===== src/rtl/grid_diff_scanner_if.sv =====
// grid_diff_scanner_if
//   Bundles the signals that connect the cell scanner to its two neighbours:
//   the game logic, which answers cell-flag queries, and the display command
//   engine, which consumes draw commands.
//
//   Parameters
//     GRID_W, GRID_H : playfield size. These set the x/y widths and must match
//                      the scanner instance that uses this bundle.
//
//   Signals (direction as seen from the scanner, which uses the master modport)
//     frame_start   in   1-cycle pulse that starts a scan pass
//     full_redraw   in   sampled together with frame_start
//     snake_head,
//     snake_body,
//     apple, border in   flags for the cell at (x,y), valid LOOKUP_LAT cycles
//                        after x/y change
//     cmd_done      in   display engine accepted the current draw command
//     x, y          out  cell under scan
//     obj_code      out  0 empty, 1 head, 2 body, 3 apple, 4 border
//     cmd_valid     out  draw request for (x, y, obj_code)
//     busy          out  scan pass in progress
//     frame_done    out  1-cycle pulse at the end of a pass
//     diff          out  the last completed pass issued at least one command
//     init_cycle    out  high from reset until the first pass completes
//
//   Handshake: cmd_valid rises with x/y/obj_code already stable and holds all
//   three unchanged until a rising clk edge that sees cmd_valid && cmd_done.
//   That edge transfers the command and drops cmd_valid. cmd_done may already
//   be high in the cycle where cmd_valid rises. cmd_done without cmd_valid
//   has no effect.
interface grid_diff_scanner_if #(
  parameter int GRID_W = 16,
  parameter int GRID_H = 12
);
  localparam int X_W = $clog2(GRID_W);
  localparam int Y_W = $clog2(GRID_H);

  logic           frame_start;
  logic           full_redraw;
  logic           snake_head;
  logic           snake_body;
  logic           apple;
  logic           border;
  logic           cmd_done;
  logic [X_W-1:0] x;
  logic [Y_W-1:0] y;
  logic [2:0]     obj_code;
  logic           cmd_valid;
  logic           busy;
  logic           frame_done;
  logic           diff;
  logic           init_cycle;

  // Scanner side.
  modport master (
    input  frame_start, full_redraw,
    input  snake_head, snake_body, apple, border,
    input  cmd_done,
    output x, y, obj_code, cmd_valid,
    output busy, frame_done, diff, init_cycle
  );

  // Game logic and display engine side.
  modport slave (
    output frame_start, full_redraw,
    output snake_head, snake_body, apple, border,
    output cmd_done,
    input  x, y, obj_code, cmd_valid,
    input  busy, frame_done, diff, init_cycle
  );
endinterface


===== src/rtl/grid_diff_scanner.sv =====
// grid_diff_scanner
//   Walks every cell of a GRID_W x GRID_H playfield in raster order. For each
//   cell it asks the game logic for the object flags, reduces them to an
//   object code, and compares that code with a private copy of the last drawn
//   frame. A draw command goes out only for cells whose code changed, or for
//   every cell on the first pass after reset or on a full redraw.
//
//   Parameters
//     GRID_W     : cells per row (>= 2)
//     GRID_H     : rows (>= 2)
//     LOOKUP_LAT : cycles from x/y change to valid flag inputs (0..3)
//
//   Ports
//     clk        : system clock, rising edge
//     rst        : asynchronous active-high reset
//     bus        : grid_diff_scanner_if master side (flags in, commands out)
//     fsm_state  : current FSM state encoding, for observation only
//
//   Timing per cell: LOOKUP_LAT cycles in WAIT, one in EVAL, one in NEXT,
//   plus the ISSUE cycles when a command is sent.
module grid_diff_scanner #(
  parameter int GRID_W     = 16,
  parameter int GRID_H     = 12,
  parameter int LOOKUP_LAT = 1
) (
  input  logic                clk,
  input  logic                rst,
  grid_diff_scanner_if.master bus,
  output logic [2:0]          fsm_state
);

  localparam int X_W   = $clog2(GRID_W);
  localparam int Y_W   = $clog2(GRID_H);
  localparam int CELLS = GRID_W * GRID_H;
  localparam int A_W   = $clog2(CELLS);

  localparam logic [X_W-1:0] X_LAST    = X_W'(GRID_W - 1);
  localparam logic [Y_W-1:0] Y_LAST    = Y_W'(GRID_H - 1);
  localparam logic [1:0]     WAIT_LAST = 2'((LOOKUP_LAT > 0) ? LOOKUP_LAT - 1 : 0);

  typedef enum logic [2:0] {
    S_IDLE  = 3'd0,
    S_WAIT  = 3'd1,
    S_EVAL  = 3'd2,
    S_ISSUE = 3'd3,
    S_NEXT  = 3'd4,
    S_DONE  = 3'd5
  } state_t;

  // With no lookup latency the flags are already valid for the new x/y, so
  // the lookup wait is skipped.
  localparam state_t CELL_ENTRY = (LOOKUP_LAT == 0) ? S_EVAL : S_WAIT;

  state_t         state;
  logic [X_W-1:0] x_q;
  logic [Y_W-1:0] y_q;
  logic [2:0]     obj_code_q;
  logic           cmd_valid_q;
  logic           busy_q;
  logic           frame_done_q;
  logic           diff_q;
  logic           init_q;
  logic           redraw;     // this pass draws every cell
  logic           pass_diff;  // this pass has issued at least one command
  logic [1:0]     wait_cnt;

  // Last drawn object code per cell. Deliberately not reset: the pass after
  // any reset has init_q set and repaints every cell, which rewrites it.
  logic [2:0]     mem [CELLS];
  logic [A_W-1:0] addr;
  logic [2:0]     code_now;

  assign addr = A_W'(y_q) * A_W'(GRID_W) + A_W'(x_q);

  // Priority: head > body > apple > border > empty.
  always_comb begin
    code_now = 3'd0;
    if (bus.snake_head)      code_now = 3'd1;
    else if (bus.snake_body) code_now = 3'd2;
    else if (bus.apple)      code_now = 3'd3;
    else if (bus.border)     code_now = 3'd4;
  end

  // The frame copy is written on the edge that hands the command over, so it
  // only ever records codes the display engine actually accepted.
  always_ff @(posedge clk) begin
    if (state == S_ISSUE && bus.cmd_done) begin
      mem[addr] <= obj_code_q;
    end
  end

  always_ff @(posedge clk or posedge rst) begin
    if (rst) begin
      state        <= S_IDLE;
      x_q          <= '0;
      y_q          <= '0;
      obj_code_q   <= 3'd0;
      cmd_valid_q  <= 1'b0;
      busy_q       <= 1'b0;
      frame_done_q <= 1'b0;
      diff_q       <= 1'b0;
      init_q       <= 1'b1;
      redraw       <= 1'b0;
      pass_diff    <= 1'b0;
      wait_cnt     <= 2'd0;
    end else begin
      case (state)
        // DONE is the frame_done cycle. A new pass may start from it just
        // like from IDLE since busy is already low there.
        S_IDLE, S_DONE: begin
          frame_done_q <= 1'b0;
          if (bus.frame_start) begin
            redraw    <= bus.full_redraw | init_q;
            pass_diff <= 1'b0;
            busy_q    <= 1'b1;
            x_q       <= '0;
            y_q       <= '0;
            wait_cnt  <= 2'd0;
            state     <= CELL_ENTRY;
          end else begin
            state <= S_IDLE;
          end
        end

        S_WAIT: begin
          if (wait_cnt == WAIT_LAST) begin
            state <= S_EVAL;
          end else begin
            wait_cnt <= wait_cnt + 2'd1;
          end
        end

        S_EVAL: begin
          obj_code_q <= code_now;
          if (redraw || code_now != mem[addr]) begin
            cmd_valid_q <= 1'b1;
            state       <= S_ISSUE;
          end else begin
            state <= S_NEXT;
          end
        end

        S_ISSUE: begin
          if (bus.cmd_done) begin
            pass_diff   <= 1'b1;
            cmd_valid_q <= 1'b0;
            state       <= S_NEXT;
          end
        end

        S_NEXT: begin
          wait_cnt <= 2'd0;
          if (x_q < X_LAST) begin
            x_q   <= x_q + 1'b1;
            state <= CELL_ENTRY;
          end else if (y_q < Y_LAST) begin
            x_q   <= '0;
            y_q   <= y_q + 1'b1;
            state <= CELL_ENTRY;
          end else begin
            // Last cell finished: x/y stay parked on it until the next pass.
            frame_done_q <= 1'b1;
            busy_q       <= 1'b0;
            diff_q       <= pass_diff;
            init_q       <= 1'b0;
            state        <= S_DONE;
          end
        end

        default: state <= S_IDLE;
      endcase
    end
  end

  assign bus.x          = x_q;
  assign bus.y          = y_q;
  assign bus.obj_code   = obj_code_q;
  assign bus.cmd_valid  = cmd_valid_q;
  assign bus.busy       = busy_q;
  assign bus.frame_done = frame_done_q;
  assign bus.diff       = diff_q;
  assign bus.init_cycle = init_q;
  assign fsm_state      = state;

endmodule


===== src/flat_wrapper.sv =====
// flat-port wrapper written by rule: the top's interface ports become plain ports
module grid_diff_scanner_flat 
#(
  parameter int GRID_W     = 16,
  parameter int GRID_H     = 12,
  parameter int LOOKUP_LAT = 1
)
  (clk, rst, fsm_state, bus_frame_start, bus_full_redraw, bus_snake_head, bus_snake_body, bus_apple, bus_border, bus_cmd_done, bus_x, bus_y, bus_obj_code, bus_cmd_valid, bus_busy, bus_frame_done, bus_diff, bus_init_cycle);
  grid_diff_scanner_if #(.GRID_W(GRID_W), .GRID_H(GRID_H)) bus_i ();
  input  logic clk;
  input  logic rst;
  output logic [2:0] fsm_state;
  input wire logic [$bits(bus_i.frame_start)-1:0] bus_frame_start;
  input wire logic [$bits(bus_i.full_redraw)-1:0] bus_full_redraw;
  input wire logic [$bits(bus_i.snake_head)-1:0] bus_snake_head;
  input wire logic [$bits(bus_i.snake_body)-1:0] bus_snake_body;
  input wire logic [$bits(bus_i.apple)-1:0] bus_apple;
  input wire logic [$bits(bus_i.border)-1:0] bus_border;
  input wire logic [$bits(bus_i.cmd_done)-1:0] bus_cmd_done;
  output wire logic [$bits(bus_i.x)-1:0] bus_x;
  output wire logic [$bits(bus_i.y)-1:0] bus_y;
  output wire logic [$bits(bus_i.obj_code)-1:0] bus_obj_code;
  output wire logic [$bits(bus_i.cmd_valid)-1:0] bus_cmd_valid;
  output wire logic [$bits(bus_i.busy)-1:0] bus_busy;
  output wire logic [$bits(bus_i.frame_done)-1:0] bus_frame_done;
  output wire logic [$bits(bus_i.diff)-1:0] bus_diff;
  output wire logic [$bits(bus_i.init_cycle)-1:0] bus_init_cycle;
  assign bus_i.frame_start = bus_frame_start;
  assign bus_i.full_redraw = bus_full_redraw;
  assign bus_i.snake_head = bus_snake_head;
  assign bus_i.snake_body = bus_snake_body;
  assign bus_i.apple = bus_apple;
  assign bus_i.border = bus_border;
  assign bus_i.cmd_done = bus_cmd_done;
  assign bus_x = bus_i.x;
  assign bus_y = bus_i.y;
  assign bus_obj_code = bus_i.obj_code;
  assign bus_cmd_valid = bus_i.cmd_valid;
  assign bus_busy = bus_i.busy;
  assign bus_frame_done = bus_i.frame_done;
  assign bus_diff = bus_i.diff;
  assign bus_init_cycle = bus_i.init_cycle;
  grid_diff_scanner #(.GRID_W(GRID_W), .GRID_H(GRID_H), .LOOKUP_LAT(LOOKUP_LAT)) u_core (.clk(clk), .rst(rst), .bus(bus_i), .fsm_state(fsm_state));
endmodule

===== config.mk =====
export PLATFORM = sky130hd
export DESIGN_NAME = grid_diff_scanner_flat
export DESIGN_NICKNAME = d
export VERILOG_FILES = /design/src/rtl/grid_diff_scanner_if.sv /design/src/rtl/grid_diff_scanner.sv /design/src/flat_wrapper.sv
export SDC_FILE = /design/constraint.sdc
export NUM_CORES = 1
export LEC_CHECK = 0
export BUFFER_PORTS_ARGS = -buffer_cell sky130_fd_sc_hd__buf_2
export CAP_MARGIN = 10
export CORE_ASPECT_RATIO = 0.7
export CORE_MARGIN = 10
export CORE_UTILIZATION = 60
export DETAILED_ROUTE_END_ITERATION = 12
export GPL_ROUTABILITY_DRIVEN = 0
export HOLD_SLACK_MARGIN = 0.08
export MAX_ROUTING_LAYER = met4
export PLACE_DENSITY_LB_ADDON = 0.08
export SYNTH_ARGS = -nofsm -noshare
export SYNTH_HDL_FRONTEND = slang
export SYNTH_SLANG_ARGS = --single-unit

===== constraint.sdc =====
create_clock -name clk -period 3.5 [get_ports clk]
set_clock_uncertainty 0.05 [all_clocks]
set_input_delay 0.525 -clock clk [delete_from_list [all_inputs] [get_ports clk]]
set_output_delay 0.525 -clock clk [all_outputs]
set_load 0.1 [all_outputs]

-- After elaboration in Yosys (flattened, before gate mapping)
Memories as Yosys holds them, arrays and structs flattened.
Cells that the tools add are included.
- flip-flop bits (word level): 23
- RAM bits: 576
- input port bits: 9
- output and inout bits: 19
- logic and storage cells: 92
- memories kept: 1
- memories (memory ; depth ; bits a word ; read ports ; clocked after memory_dff ; write ports ; line ; text):
    u_core.mem ; 192 ; 3 ; 1 ; 0 ; 1 ; grid_diff_scanner.sv:69 ; logic [2:0] mem [CELLS];
- add/sub/neg operators: 4
- magnitude comparators: 2
- equality and inequality tests: 15
- multiplexer cells: 36
- bitwise logic cells: 3
- reduce and logical (&&, ||, !) cells: 19
- operators by type and width (operator ; number):
    2-to-1 mux 3 bit ; 9
    2-to-1 mux 4 bit ; 5
    AND reduction 3 bit ; 6
    one-hot mux 4 bit (2 select lines) ; 2
    one-hot mux 3 bit (5 select lines) ; 1
    2-to-1 mux 1 bit ; 12
    != test 2 bit, second input constant ; 5
    adder 4 x 1 -> 4 bit, second input constant ; 2
    adder 8 x 4 -> 8 bit ; 1
    less-than comparator 4 bit, second input constant ; 2
    one-hot mux 1 bit (2 select lines) ; 4
    AND reduction 4 bit ; 2
    == test 3 x 2 -> 1 bit, second input constant ; 2
    == test 3 bit, second input constant ; 2
    != test 2 x 1 -> 1 bit, second input constant ; 3
    one-hot mux 2 bit (3 select lines) ; 1
    nonzero test 2 bit ; 3
    2-to-1 mux 2 bit ; 2
    AND reduction 2 bit ; 2
    == test 3 x 1 -> 1 bit, second input constant ; 1
    logical NOT 3 bit ; 1
    != test 3 x 1 -> 1 bit, second input constant ; 1
    != test 3 bit ; 1
    nonzero test 3 bit ; 1
    7 further kinds ; 8

-- Logic depth before layout (Yosys ltp)
Gate-level depths: netlist (run 1).
- word-level depth: 8
- mapped depth: 14
- gate-level depth less buffers: 9

-- Least setup slack after synthesis (run 1)
No wires, ideal clock.
- path type: reg-to-reg
- start point: register u_core.obj_code_q[0], in the netlist u_core.bus.obj_code[0]
- end point: memory u_core.mem[0][0] (data pin)
- library setup time: 0.777 ns
- arrival: 3.058 ns
- required time: 2.673 ns
- slack: -0.386 ns
- cell stages (with the launch flop): 1
- path buffers: 0
- clock period less this slack: 3.886 ns
- cells stage by stage: dfrtp_1
- RTL lines (what ; line ; text):
    from (decl) ; grid_diff_scanner.sv:57 ; logic [2:0] obj_code_q;
    from (signal assigned) ; grid_diff_scanner.sv:134 ; obj_code_q <= code_now;
    to (decl) ; grid_diff_scanner.sv:69 ;
No word-level cell before the write port.

-- Worst setup path in the final report (run 1)
- start point: register u_core.x_q[0], in the netlist u_core.bus.x[0]
- end point: register u_core.state[1], in the netlist u_core.fsm_state[1]
- word-level cells in the longest chain between the ends: 6
- elaborated cells on any way between the ends: 8
- classes of those cells: add/sub: 1; order compare: 1; eq/ne: 1; mux: 3; reduce/logical: 1; memory: 1
- ends and longest elaborated chain (what ; line ; text):
    from (decl) ; grid_diff_scanner.sv:55 ; logic [X_W-1:0] x_q;
    from (signal assigned) ; grid_diff_scanner.sv:154 ; x_q <= x_q + 1'b1;
    adder 8 x 4 -> 8 bit ; grid_diff_scanner.sv:73 ; assign addr = A_W'(y_q) * A_W'(GRID_W) + A_W'(x_q);
    memory (192 x 3 bit) ; -- ;
    != test 3 bit ; grid_diff_scanner.sv:135 ; if (redraw || code_now != mem[addr]) begin
    logical OR 1 bit ; grid_diff_scanner.sv:135 ;
    2-to-1 mux 3 bit ; grid_diff_scanner.sv:135 ;
    one-hot mux 3 bit (5 select lines) * ; grid_diff_scanner.sv:107 ; case (state)
    to (signal assigned) ; grid_diff_scanner.sv:119 ; state <= CELL_ENTRY;
    to (signal assigned) ; grid_diff_scanner.sv:137 ; state <= S_ISSUE;
    to (signal assigned) ; grid_diff_scanner.sv:139 ; state <= S_NEXT;
    to (decl) ; grid_diff_scanner.sv:54 ; state_t state;
Mark *: on every way between the ends. The rest lies on a longest branch, timed or not.
A chain may end at the register's enable or synchronous reset.

==> run metrics, run 1 <==
Max Freq 288.6 MHz; Final Hold Vio Count 0; H-Tree Level Count 2; Hold Buf Count CTS 0; largest net degree at the start of global routing just under 200; Worst Max-Slew Pin Slew between 800 and 900 ps; IO Count 28; count leader, synth edfxtp_1; die width between 200 and 300 um; Vias approximately 14000; worst reg-to-reg setup slack between 30 and 40 ps; post-synthesis async set-or-reset flop share 0.03840; GRT Overall Usage 0.2640; # clock sinks between 500 and 600; worst-skew pair later-pin latency 600 ps; Pre-antenna DRT Iters 5; Final TNS setup 0 ps; Initial DRC Count 1579; Sw Pwr about 5000 uW; FP Rows 61; Die Y approximately 190 um; static leakage roughly 0.0087 uW; WL per Instance a little over 30 um; CP max FO 19; Fill cells between 2000 and 3000; CTS Buf Count 53; DRC 0; Worst Path Arrival roughly 4000 ps; Yosys warning total 0; Crit Path Category reg -> reg; area of the multi-input gates roughly 0.006 mm^2; pwr/cell area approximately 660 mW/mm^2; FF/Latch Area about 0.018 mm^2; sequential-to-total area share from yosys stat 0.7315; CTS max path bufs 3; Top FF cell, synth edfxtp_1; Final Setup Violations 0; Yosys cell types between 60 and 70; Post-Syn Nets around 1400; Clk pwr share 0.330; Diodes inserted 0; Slew HR 0.3901; Sw Share 0.2724; Synth top area share 0.7079; routed vias/inst about 6.6; worst hold path type in -> async; Routed Wire Length between 60000 and 70000 um; post-route ant nets 0; port bufs 27; final hold slack 60.53 ps; global-route wire length before repair 92720 um; global route overflow 0; CTS clock-pin slew for the worst setup and hold paths 60 ps; vias in the first global route 13630; synthesis-to-layout area growth 13.45%; logic gate share of total power 0.182; Die ar. 0.04932 mm^2; Final period util 0.9901; Yosys reg bits 599; hpwl dp 39860 um; Syn Area/Cell around 18 um^2; Reg power frac 0.488; P_int 13310 uW; Synth area leaders edfxtp_1, mux4_2, nor2_1; Max Cap Viol 0; top cells by count, synth edfxtp_1, nor2_1, mux4_2, nand2_1, mux2i_1; Max Slew Vio Count 0; layout cell share with drive strength beyond 1 0.2434; final-stage net count between 1500 and 2000; Post-Syn Area roughly 0.024 mm^2; final worst path period need about 3500 ps; root buffer cell clkbuf_16; Post-synth EDFFs roughly 580; core area 0.03999 mm^2; CP required 3930 ps; status complete, no violations; RSZ-0062 raised after global routing true; biggest area consumer among synthesized cells edfxtp_1; initial core utilization 0.6109; CP Capture Type flip-flop; CTS tree built; post-synthesis cell count between 1000 and 1500; Worst Setup Start Kind flip-flop; antenna violations before repair 0; VDD IR max around 0.0011 V
-- flip-flops by register name, indices dropped and copies added (netlist names), 2 cells and up --
signal,cells
u_core.bus.x,4
u_core.bus.obj_code,3
u_core.mem,576
u_core.fsm_state,3
u_core.bus.y,4
u_core.wait_cnt,2
-- placed cells by master, fill, tap and decap left out, types with 5 or more instances in the layout --
cell type	instances
nor2_1	211
edfxtp_1	576
clkinv_1	5
a31oi_1	7
nand2_1	69
clkinv_2	11
a21oi_1	14
nor2b_1	8
dfrtp_4	6
nand3_1	16
nand2b_1	5
a22oi_1	27
mux4_2	110
o21ai_0	13
buf_12	14
clkinvlp_4	5
inv_1	13
nand4_1	5
clkbuf_1	13
and2_1	11
buf_2	27
nor3_1	7
o22ai_1	7
buf_4	100
ha_1	9
dfrtp_1	16
clkbuf_16	56
mux2i_1	64
a211oi_1	10
mux2_2	12
mux4_1	7
bufinv_16	7
-- worst max-delay path, cell delays in order (launching register included) --
cell and delay, ps:
dfrtp_4 520, buf_4 150, buf_12 170, mux4_2 520, a22o_1 250, a211oi_2 210, a21oi_1 90, a32o_1 330
a211oi_2 300, xnor2_1 140, o41ai_2 360, buf_4 170, o21ai_1 60
-- metal layers --
layer	part of all wire	vias up	global-route usage	routed length (um)
met5	0	-	-	0
met1	0.41	7081	0.3830	26140
met3	0.12	116	0.06701	7327
met4	0.025	0	0.06609	1589
met2	0.45	833	0.3711	28160
li1	-	5707	-	-
-- cell families (layout without fill, tap and decap cells) --
| logic type | count (synthesis) | after routing | synth area share |
|---|---|---|---|
| flip-flops | 599 | 599 | 0.7315 |
| AND/OR/NAND/NOR | 356 | 356 | 0.06171 |
| multiplexers | 196 | 196 | 0.1420 |
| AO/OA/AOI/OAI | 119 | 119 | 0.03513 |
| buffers and inverters | 105 | 260 | 0.02294 |
| adder cells (fa/ha/maj) | 9 | 9 | 0.004609 |
| XOR/XNOR | 6 | 6 | 0.002151 |
-- power groups by stage --
stage	clock (uW)	combinational [uW]	sequential [uW]
after floorplan	0	1470	9730
after global placement	0	3160	9080
after detailed placement	0	3210	9080
after CTS	6080	3240	8920
after global routing	6400	3550	8940
final	6040	3330	8920
-- metrics by stage --
| step | instance area (um^2) | utilization | total power [uW] | cells | worst slack (ps) |
|---|---|---|---|---|---|
| 6_report | 27720 | 0.6931 | 18290 | 2080 | 34.74 |
| 5_1_grt | 27720 | 0.6931 | 18880 | 2080 | -21.28 |
| 4_1_cts | 27540 | 0.6886 | 18240 | 2072 | 2.043 |
| 3_5_place_dp | 25730 | 0.6433 | 12300 | 1971 | -18.00 |
| 3_3_place_gp | 25730 | 0.6433 | 12230 | 1971 | -39.03 |
| 2_1_floorplan | 24440 | - | 11200 | 1390 | 5.739 |
-- final timing paths --
| check | start | endpoint | cells past startpoint |
|---|---|---|---|
| worst max register to register | u_core.bus.x[0]$_DFFE_PP0P_ | u_core.fsm_state[1]$_DFFE_PP0P_ | 12 |
| worst max-delay path | u_core.bus.x[0]$_DFFE_PP0P_ | u_core.fsm_state[1]$_DFFE_PP0P_ | 12 |
| min in group clk | bus_full_redraw | u_core.redraw$_DFFE_PP0P_ | 3 |
| worst min-delay path | rst | u_core.pass_diff$_DFFE_PP0P_ | 2 |
| max in group asynchronous | rst | u_core.bus.x[0]$_DFFE_PP0P_ | 2 |
| worst min register to register | u_core.wait_cnt[1]$_DFFE_PP0P_ | u_core.wait_cnt[1]$_DFFE_PP0P_ | 2 |
-- final cells by class --
type,instances,share of cell area
clock buffers,68,0.05141
clock inverters,31,0.01291
inverters,15,0.002031
multi-input cells,686,0.2186
flip-flops and latches,599,0.6456
well taps,535,0.02415
repair buffers,146,0.04532
-- what timing repair did --
action                                  in CTS  in global routing
buffers inserted                             2                  7
resized for setup                            0                 16
pin swaps                                    0                  6
endpoints found under the setup margin       4                  4
hold endpoints to repair                     0                  0
gates cloned                                 0                  1
Power figures use the tool's default switching activity.
==> inputs of run 2 (changes only) <==
RECOVER_POWER = 100   (was default)
==> run metrics, run 2 (synthesis results as in run 1) <==
Max Cap Viol 3; Worst Max-Slew Pin Slew approximately 2100 ps; core area 0.03999 mm^2; vias in the first global route 13630; root buffer cell clkbuf_16; RSZ-0062 raised after global routing true; pwr/cell area 662.2 mW/mm^2; worst reg-to-reg setup slack about 38 ps; Sw Share 0.2712; Biggest register u_core.mem; max reg flops roughly 580; initial core utilization 0.6109; Clk pwr share 0.329; final worst path period need roughly 3500 ps; FP Rows 61; DRC 0; Die Y approximately 190 um; CP required between 3000 and 4000 ps; logic gate share of total power 0.179; # clock sinks about 600; Sw Pwr roughly 5000 uW; most common cell after layout, fill and taps aside edfxtp_1; Final Setup Violations 0; VDD IR max 0.001090 V; status complete, but fails checks; GRT Overall Usage 0.2640; Cell Chain, Critical Path buf_4 > buf_6 > buf_4 > mux4_2 > mux2i_4 > o22ai_1 > a31oi_1 > o22ai_1 > a211oi_2 > xnor2_1 > o41ai_2 > buf_4 > o21ai_1; H-Tree Level Count 2; Final TNS setup 0 ps; worst-skew pair later-pin latency approximately 600 ps; most frequent CP cell buf_4; CP max stage cell mux4_2; Vias ~14000; routed vias/inst 6.616; hpwl dp about 40000 um; global-route wire length before repair 92720 um; final hold slack ~63 ps; Reg power frac 0.492; final-stage net count ~1500; post-route ant nets 0; CTS tree built; CTS clock-pin slew for the worst setup and hold paths ~60 ps; Final Hold Vio Count 0; CTS Buf Count between 50 and 60; CP Capture Type flip-flop; Initial DRC Count around 1700; Worst Path Arrival 3890 ps; worst hold path type in -> async; largest net degree at the start of global routing a little under 200; antenna violations before repair 0; Crit Path Category reg -> reg; P_int 13340 uW; synthesis-to-layout area growth 13.16%; layout cell share with drive strength beyond 1 0.2317; Max Freq 288.9 MHz; WL per Instance about 30 um; failing checks max-capacitance violations, max-slew violations; die width around 260 um; IO Count 28; largest stage delay on the critical path 540 ps; static leakage between 0.008 and 0.009 uW; Pre-antenna DRT Iters 8; CTS max path bufs 3; Slew HR -0.4219; most frequent cells in the layout edfxtp_1, nor2_1, mux4_2, buf_4, nand2_1; port bufs 27; CP max FO 6; Routed Wire Length 63280 um; Max Slew Vio Count approximately 560; Final period util 0.9891; Worst Setup Start Kind flip-flop; Die ar. between 0.04 and 0.05 mm^2; Diodes inserted 0; global route overflow 0
## run 2: cell types whose count changed in the layout (fill, tap and decap cells not counted)
cell | previous run | this run
buf_2 | 27 | 13
clkbuf_4 | 0 | 3
dfrtp_4 | 6 | 5
buf_12 | 14 | 11
and2_1 | 11 | 9
and2_0 | 0 | 2
dfrtp_1 | 16 | 17
buf_4 | 100 | 97
clkbuf_1 | 13 | 30
## run 2: cell type report
type | count | area [um^2]
Clock buffer | 68 | 1425
Clock inverter | 31 | 357.8
Fill cell | 2640 | 12340
Inverter | 15 | 56.30
Multi-Input combinational cell | 686 | 6058
Sequential cell | 599 | 17890
Tap cell | 535 | 669.4
Timing Repair Buffer | 146 | 1190
## run 2: final timing paths
kind	start	to	cells past startpoint
max	u_core.bus.x[0]$_DFFE_PP0P_	u_core.fsm_state[1]$_DFFE_PP0P_	13
min	rst	u_core.pass_diff$_DFFE_PP0P_	2
max reg2reg	u_core.bus.x[0]$_DFFE_PP0P_	u_core.fsm_state[1]$_DFFE_PP0P_	13
min reg2reg	u_core.wait_cnt[1]$_DFFE_PP0P_	u_core.wait_cnt[1]$_DFFE_PP0P_	2
max in group asynchronous	rst	u_core.bus.x[0]$_DFFE_PP0P_	2
min in group clk	bus_full_redraw	u_core.redraw$_DFFE_PP0P_	3
## run 2: worst max-delay path: cells and delay by family (launching register included)
family                 cells  cell delay (ps)
AO/OA/AOI/OAI              6             1240
XOR/XNOR                   1              140
buffers and inverters      4              660
flip-flops                 1              530
multiplexers               2              720
## run 2: power by group through the flow
stage          sequential [uW]  combinational [uW]  clock, uW
2_1_floorplan             9730                1470          0
3_3_place_gp              9080                3160          0
3_5_place_dp              9080                3210          0
4_1_cts                   8920                3240       6080
5_1_grt                   9020                3510       6400
6_report                  9000                3280       6030
## run 2: routing by layer
metal	routed length (um)	global-route usage
met5	0	-
met4	1564	0.06609
met3	7265	0.06701
met2	28310	0.3711
met1	26140	0.3830
## run 2: through the flow
step / cell area, um^2 / setup slack, ps / utilization / total power (uW) / cells
finish: 27650 / 37.99 / 0.6913 / 18310 / 2080
CTS: 27540 / 2.043 / 0.6886 / 18240 / 2072
detailed placement: 25730 / -18.00 / 0.6433 / 12300 / 1971
global placement: 25730 / -39.03 / 0.6433 / 12230 / 1971
floorplan: 24440 / 5.739 / - / 11200 / 1390
global route: 27650 / -21.28 / 0.6913 / 18930 / 2080
## run 2: what timing repair did
action                     4_1_cts  5_1_grt
cloned                           0        1
setup endpoints to repair        4        4
hold buffers                     0        0
pin swaps                        0        6
resized for setup                0       16
setup buffers                    2        7
==> inputs of run 3 (changes only) <==
ABC_AREA = 1   (was default)
==> run metrics, run 3 <==
CP max FO 41; Worst Path Arrival about 3400 ps; port bufs 27; Vias roughly 19000; fin area between 0.02 and 0.03 mm^2; initial core utilization 0.6056; antenna violations before repair 1; # clock sinks 599; post-synthesis cell count about 2700; P_int around 14000 uW; final worst path period need between 3000 and 4000 ps; Slew HR -0.5922; Hold Buf Count CTS 0; Crit Path Category reg -> reg; Yosys reg bits approximately 600; Diodes inserted 0; Final Hold Vio Count 0; Synth area leaders edfxtp_1, nand2_1, nor2_1; static leakage between 0.01 and 0.015 uW; Reg power frac 0.435; Syn Area/Cell 9.906 um^2; biggest area consumer among synthesized cells edfxtp_1; Worst Setup Start Kind flip-flop; Clk pwr share 0.288; core area 0.04356 mm^2; worst hold path type in -> async; pwr/cell area 734.9 mW/mm^2; logic gate share of total power 0.277; GRT Overall Usage 0.2636; Final TNS setup 0 ps; Setup WS pre-CTS approximately 530 ps; Max Freq 314.2 MHz; Routed Wire Length 68540 um; Biggest register u_core.mem; Initial DRC Count approximately 2400; synthesis-to-layout area growth 9.581%; Die ar. 0.05289 mm^2; Final Setup Violations 0; H-Tree Level Count 2; Sw Pwr between 7000 and 8000 uW; layout cell share with drive strength beyond 1 0.05529; max reg flops roughly 580; worst-skew pair later-pin latency around 600 ps; Max Cap Viol 4; vias in the first global route about 17000; Placed Area about 0.027 mm^2; CTS clock-pin slew for the worst setup and hold paths around 70 ps; CTS max path bufs 3; VDD IR max between 0.0006 and 0.0007 V; routed vias/inst approximately 5.6; Top FF cell, synth edfxtp_1; Post-synth EDFFs roughly 580; hpwl dp a little over 40000 um; CP required ~3700 ps; die width about 270 um; Worst Max-Slew Pin Slew ~2400 ps; Max Slew Vio Count roughly 400; global route overflow 0; most frequent cells in the layout nand2_1, edfxtp_1, nor2_1, inv_1, nand3_1; setup ws final between 300 and 400 ps; sequential-to-total area share from yosys stat 0.6775; final-stage net count roughly 2700; post-route ant nets 0; IO Count 28; postcts setup bufs 0; count leader, synth nand2_1; CTS resizes 0; global-route wire length before repair roughly 100000 um; RSZ-0062 raised after global routing false; post-synthesis async set-or-reset flop share 0.03840; Yosys warning total 0; CP Capture Type flip-flop; CTS Buf Count 55; DRC 0; Yosys cell types 28; final hold slack between 70 and 80 ps; Post-Syn Nets about 2700; top cells by count, synth nand2_1, edfxtp_1, nor2_1, inv_1, nand3_1; R2R cell count 7; Post-Syn Area between 0.02 and 0.03 mm^2; failing checks max-capacitance violations, max-slew violations; status complete, but fails checks; most common cell after layout, fill and taps aside nand2_1; Pre-antenna DRT Iters 6; root buffer cell clkbuf_16; Final period util 0.9092; Synth top area share 0.6557; WL per Instance a little over 20 um; placed cell count around 3200; Die Y ~200 um; FP Rows between 60 and 70; Sw Share 0.3453; largest net degree at the start of global routing roughly 120; CTS tree built; fin cells ~3300
## run 3: cell types whose count changed after synthesis, sizes merged, moves of 14 or more
cell / change
nand2: +835
inv: +245
nor2: +182
nand3: +175
mux4: -117
o21ai: +87
mux2i: -66
buf: +48
a21oi: +28
a22oi: -27
a211oi: -14
## run 3: critical path, cell delays in order (launching register included)
cell and delay [ps]:
dfrtp_4 520, buf_4 440, ha_1 220, inv_1 40, nor2_1 400, nand2_1 450, clkbuf_2 410, nor2_1 310
## run 3: kinds of logic after synthesis
group                    Yosys count  synth area share
buffers and inverters            404           0.06517
adder cells (fa/ha/maj)            9          0.004269
XOR/XNOR                           1         0.0003321
AND/OR/NAND/NOR                 1498            0.2233
AO/OA/AOI/OAI                    152           0.02941
flip-flops                       599            0.6775
## run 3: worst paths after layout
| path | slack, ps | to | from |
|---|---|---|---|
| max | 320 | u_core.mem[189][2]$_DFFE_PP_ | u_core.bus.x[0]$_DFFE_PP0P_ |
| min | 80 | u_core.wait_cnt[0]$_DFFE_PP0P_ | rst |
| max reg2reg | 320 | u_core.mem[189][2]$_DFFE_PP_ | u_core.bus.x[0]$_DFFE_PP0P_ |
| min reg2reg | 430 | u_core.bus.diff$_DFFE_PP0P_ | u_core.pass_diff$_DFFE_PP0P_ |
| max in group asynchronous | 2640 | u_core.bus.x[0]$_DFFE_PP0P_ | rst |
| min in group clk | 150 | u_core.redraw$_DFFE_PP0P_ | bus_full_redraw |
## run 3: area by class of cell
cell class / count / area [um^2]
Sequential cell: 599 / 17880
Fill cell: 3505 / 14650
Multi-Input combinational cell: 1660 / 6805
Clock buffer: 74 / 1540
Inverter: 259 / 982.2
Tap cell: 594 / 743.2
Timing Repair Buffer: 92 / 673.1
Clock inverter: 29 / 282.8
## run 3: power by group through the flow
stage / Clock [uW] / Sequential [uW] / Combinational, uW
final: 6120 / 9230 / 5890
after CTS: 6160 / 9140 / 5900
after detailed placement: 0 / 9290 / 5870
after global routing: 6450 / 9260 / 6470
after floorplan: 0 / 10100 / 3120
after global placement: 0 / 9290 / 5840
## run 3: layer usage
| metal | part of all wire | up-vias | GRT usage |
|---|---|---|---|
| li1 | - | 8647 | - |
| met1 | 0.43 | 8841 | 0.3796 |
| met2 | 0.42 | 1038 | 0.3751 |
| met3 | 0.12 | 129 | 0.05945 |
| met4 | 0.026 | 0 | 0.06792 |
| met5 | 0 | - | - |
## run 3: through the flow
stage | util | total power (uW)
global placement | 0.6255 | 15130
detailed placement | 0.6255 | 15160
finish | 0.6636 | 21240
CTS | 0.6674 | 21190
global route | 0.6636 | 22170
floorplan | - | 13170
